[src/rtl/arb_pkg.sv]
// Shared types and helpers for the 8-requester arbiter.
package arb_pkg;
    localparam int N_REQ = 8;
    localparam int ID_W  = $clog2(N_REQ);

    typedef enum logic {IDLE, BUSY} arb_state_t;
    typedef logic [ID_W-1:0] id_t;

    // One-hot decode of a grant index
    function automatic logic [N_REQ-1:0] id_to_onehot(id_t id);
        logic [N_REQ-1:0] one;
        one = {{(N_REQ-1){1'b0}}, 1'b1};
        return one << id;
    endfunction
endpackage

[src/rtl/pri_enc_8.sv]
// 8-to-3 priority encoder: bit 7 is the highest priority; y = 0 when nothing is set.
module pri_enc_8 (
    input  logic [7:0] i,
    output logic [2:0] y,
    output logic       vld
);
    // Scan upward so the highest set bit is the last one written
    always_comb begin
        y = 3'd0;
        for (int k = 0; k < 8; k++) begin
            if (i[k]) y = 3'(k);
        end
    end

    assign vld = |i;
endmodule

[src/rtl/req_arbiter_8.sv]
// 8-requester arbiter with registered one-hot grant, hold-until-release and a
// hold-timeout guard. Fixed priority (bit 7 highest) by default; define
// ARB_ROUND_ROBIN_EN to rotate priority past the last winner.
module req_arbiter_8
    import arb_pkg::*;
#(
    parameter int MAX_HOLD = 16  // max BUSY cycles per grant; 0 disables the timeout
) (
    input  logic             clk,
    input  logic             rst,
    input  logic             en,
    input  logic [N_REQ-1:0] req,
    input  logic             rel,
    output logic [N_REQ-1:0] gnt,
    output id_t              gnt_id,
    output logic             gnt_vld,
    output logic             no_req,
    output logic             timeout
);
    // Counter only needs to reach MAX_HOLD-1; it saturates rather than wraps
    localparam int CNT_W = (MAX_HOLD > 1) ? $clog2(MAX_HOLD) : 1;
    localparam logic [CNT_W-1:0] HOLD_LAST = CNT_W'((MAX_HOLD > 0) ? MAX_HOLD - 1 : 0);

    arb_state_t       state;
    id_t              last_id;
    logic [CNT_W-1:0] hold_cnt;
    id_t              win_id;
    logic             win_vld;
    logic             hold_hit;
    logic             holder_req;

`ifdef ARB_ROUND_ROBIN_EN
    logic [N_REQ-1:0] masked;
    id_t              id_m, id_u;
    logic             vld_m, vld_u;

    // Only requesters below the last winner compete first; wrap to the full vector otherwise
    assign masked = req & ((8'h1 << last_id) - 8'h1);

    pri_enc_8 u_enc_masked (.i(masked), .y(id_m), .vld(vld_m));
    pri_enc_8 u_enc_full   (.i(req),    .y(id_u), .vld(vld_u));

    assign win_id  = vld_m ? id_m : id_u;
    assign win_vld = vld_u;
`else
    logic unused_last_id;

    pri_enc_8 u_enc (.i(req), .y(win_id), .vld(win_vld));

    // last_id is tracked in both modes but only steers the rotating build
    assign unused_last_id = ^last_id;
`endif

    assign hold_hit   = (MAX_HOLD != 0) && (hold_cnt == HOLD_LAST);
    assign holder_req = req[gnt_id];
    assign gnt_vld    = |gnt;

    // Grant FSM and all registered outputs
    always_ff @(posedge clk) begin
        if (rst) begin
            state    <= IDLE;
            gnt      <= '0;
            gnt_id   <= '0;
            last_id  <= '0;
            hold_cnt <= '0;
            no_req   <= 1'b0;
            timeout  <= 1'b0;
        end else begin
            no_req  <= en && (req == '0);
            timeout <= 1'b0;
            case (state)
                IDLE: begin
                    if (en && win_vld) begin
                        state    <= BUSY;
                        gnt      <= id_to_onehot(win_id);
                        gnt_id   <= win_id;
                        last_id  <= win_id;
                        hold_cnt <= '0;
                    end
                end
                BUSY: begin
                    if (rel || !holder_req || hold_hit) begin
                        state   <= IDLE;
                        gnt     <= '0;
                        gnt_id  <= '0;
                        // Only flag a revoke when the counter alone ended the grant
                        timeout <= hold_hit && !rel && holder_req;
                    end else if (hold_cnt != '1) begin
                        hold_cnt <= hold_cnt + 1'b1;
                    end
                end
                default: state <= IDLE;
            endcase
        end
    end
endmodule

[config.mk]
export PLATFORM = sky130hd
export DESIGN_NAME = req_arbiter_8
export DESIGN_NICKNAME = d
export VERILOG_FILES = /design/src/rtl/arb_pkg.sv /design/src/rtl/pri_enc_8.sv /design/src/rtl/req_arbiter_8.sv
export SDC_FILE = /design/constraint.sdc
export NUM_CORES = 1
export LEC_CHECK = 0
export BUFFER_PORTS_ARGS = -buffer_cell sky130_fd_sc_hd__clkbuf_2
export CAP_MARGIN = 10
export CORE_MARGIN = 2
export CORE_UTILIZATION = 53
export CTS_CLUSTER_SIZE = 28
export DETAILED_ROUTE_END_ITERATION = 8
export PLACE_DENSITY = 0.81
export RECOVER_POWER = 100
export SYNTH_ARGS = -nofsm -noshare
export SYNTH_HDL_FRONTEND = slang
export SYNTH_SLANG_ARGS = --single-unit
[constraint.sdc]
create_clock -name clk -period 4.5 [get_ports clk]
set_input_delay 0.45 -clock clk [delete_from_list [all_inputs] [get_ports clk]]
set_output_delay 0.45 -clock clk [all_outputs]
set_load 0.005 [all_outputs]
==> results.md <==
- Synth Area in XOR/XNOR: 0%
- Logic pwr share: between 10 and 15%
- Routability Congestion: about 0.9
- Most frequent cell after synthesis: dfxtp_1
- Netlist Area Pre-Place: about 950 um^2
- Fmax achieved: 418 MHz
- First-pass GRT wire length: approximately 3600 um
- PwrDens: 297 nW/um^2
- Final period demand of the worst path: 2.39 ns
- Post-Synth Simple-Gate Area: 24.3%
- Syn_nets: 120
- Critical path class: input port to flip-flop
- Worst EP required: around 4.7 ns
- Top post-synthesis cells by count: dfxtp_1, nand3_1, nor2_1
- Hold Buf Count CTS: 0
- Post-synth ARST share: 0%
- CP arrival: between 2 and 3 ns
- Number of DRC markers in iteration 0: 15
- # setup viols final: 0
- Internal: approximately 0.00023 W
- Vias in the first global route: between 800 and 900
- CTS Root Cell: clkbuf_4
- Post-synth EDFFs: 0
- H-tree levels: 1
- DRC viols: 0
- Share of cells above drive strength 1: a little under a fifth
- Via count: around 940
- CP max FO: 8
- Peak supply drop: ~160 uV
- Non-filler instance count after layout: approximately 160
- Psw: 0.0000882 W
- Top cell type's share of synthesized area: 37.9%
- Placed insts: approximately 150
- I/O pin count: 26
- Bufs on Longest Clock Path: 2
- Via density: 6.00
- Post-synthesis cell count: between 100 and 150
- M2 GR Usage: 40.6%
- Final WL: approximately 2400 um
- Post-synthesis mux area share: between 3 and 4%
- DP Worst Slack: 2.18 ns
- Avg Inst Size Synth: between 8 and 9 um^2
- Core ar.: between 1500 and 2000 um^2
- PnR worst setup slack: 2.11 ns
- Clock share of power: 32.1%
- Chip width: roughly 46 um
- Post-DP HPWL: ~1800 um
- Status: finished, final reports clean
- Vert. Die Dim: between 40 and 50 um
- Die area: 2150 um^2
- Warnings from Yosys: 0
- # Post-CTS Setup Buffers: 0
- CP Capture Type: flip-flop
- Sw frac: between 20% and 30%
- FF+latch count, synth: 18
- Prevailing post-synth register cell: dfxtp_1
- Area growth syn-to-layout: 13.2%
- Row count: 15
- Met3 Usage GRT: roughly 4.7%
- Area leader, netlist: dfxtp_1
- Max-Slew Margin vs Limit: between 60% and 70%
- Post-Synth Adder-Cell Area: 1.32%
- Setup total negative slack: 0 ns
- Hold Path Class: input port to flip-flop
- Cts repair resizes: 0
- Skew-Pair Late Insertion Delay: around 0.3 ns
- Final period utilization: a little over half
- Met1 Use GR: around 29%
- CTS tree: yes
- Post-synthesis sequential area ratio: around 38%
- Initial antenna violation count: 0
- Total GRT Usage: about a quarter
- Largest net degree at the start of global routing: 12
- Main combinational cell family by area after synthesis: compound AO/OA/AOI/OAI gates
- Clock-pin slew on the worst setup and hold paths: between 0.1 and 0.15 ns
- Clock sink count: 18
- Max Slew Vio Count: 0
- Worst Skew: 0.000607 ns
- ANT cells: 0
- Hold_ws: approximately 0.44 ns
- Worst Max-Slew Pin Slew: approximately 0.53 ns
- RSZ-0062 raised after global routing: no
- Post-layout power: ~0.00032 W
- Synth area leaders: dfxtp_1, a22o_2, nand3_1
- Seq pwr share: between 50% and 60%
- Max-Cap Viols: 0
- Fillcell total: between 150 and 200
- Busiest grt layer: met2
- P_leak: about 0.44 nW
- Yosys cell types: 38
- Antenna-violating nets left: 0
- NumNets Final: roughly 150
- Buffers on Ports: 25
- Initial core utilization: 55.7%
- GR Overflow Total: 0
- Drt first pass iters: 4
- Synth Area in Compound Gates: 28.2%
- CP Launch Type: input port
- CTS Buf Count: 3
- Routed len/inst: roughly 15 um
- Final Hold Violating Endpoints: 0
==> metrics by stage <==
stage | area, um^2 | util (%)
floorplan | 951 | -
global placement | 1080 | 63.1
detailed placement | 1080 | 63.1
CTS | 1110 | 65.2
global route | 1080 | 63.0
finish | 1080 | 63.0
==> power groups by stage <==
stage               logic (W)  registers (W)  clock network, W
global placement    0.0000476       0.000175                 0
finish              0.0000463       0.000171          0.000103
CTS                 0.0000489       0.000171          0.000104
detailed placement  0.0000484       0.000175                 0
floorplan           0.0000333       0.000173                 0
global route        0.0000521       0.000172          0.000111
==> flip-flops by register name (all words and copies together) (netlist names) <==
signal    flops
timeout       1
hold_cnt      4
no_req        1
gnt           8
state         1
gnt_id        3
==> final cells by class <==
class / count / area [um^2] / area share (%)
timing repair buffer: 25 / 113 / 10.5
tap: 25 / 31.3 / 2.91
sequential: 18 / 360 / 33.5
multi-input combinational: 79 / 517 / 48.0
clock buffer: 4 / 36.3 / 3.37
inverter: 5 / 18.8 / 1.74
==> cell families (layout without fill, tap and decap cells) <==
family	count (synthesis)	count (layout)
simple gates	41	41
compound gates	34	34
flops	18	18
buf+inv	10	34
mux	3	3
fa+ha+maj	1	1
==> worst max-delay path, stage by stage <==
cell	delay, ns
clkbuf_1	0.15
or4_1	0.60
or4b_1	0.57
and2_0	0.22
o21ai_0	0.40
o21ai_0	0.17
==> placed cells by master (no fill, tap or decap), types with 2 or more instances in the layout <==
| master | count |
|---|---|
| nand3_1 | 8 |
| nor2b_1 | 4 |
| nand2_1 | 5 |
| o31ai_1 | 3 |
| and3_1 | 2 |
| nor4_1 | 2 |
| a31o_1 | 2 |
| a22o_2 | 4 |
| clkbuf_2 | 15 |
| a21oi_1 | 6 |
| dfxtp_1 | 18 |
| or4_1 | 2 |
| nor2_1 | 8 |
| a31oi_1 | 2 |
| o21ai_0 | 5 |
| nand2b_1 | 2 |
| clkbuf_1 | 9 |
| clkbuf_4 | 3 |
| mux2i_1 | 3 |
| inv_1 | 5 |
| nor3_1 | 4 |
| o211ai_1 | 5 |
==> routing by layer <==
| metal | share of wire, % | vias up |
|---|---|---|
| met5 | 0 | - |
| met4 | 2.9 | 0 |
| met3 | 5.5 | 11 |
| met2 | 50 | 40 |
| met1 | 41 | 429 |
| li1 | - | 456 |
==> path summary, 6_finish.rpt <==
check	depth (start not counted)	slack, ns	to	from
setup reg to reg	6	2.34	hold_cnt[3]	hold_cnt[0]
hold reg to reg	1	0.53	gnt[4]	gnt[4]
hold / removal	2	0.44	hold_cnt[2]	rst
setup / recovery	6	2.11	gnt[2]	req[7]
Note: power is estimated with default switching activity, not from simulation.
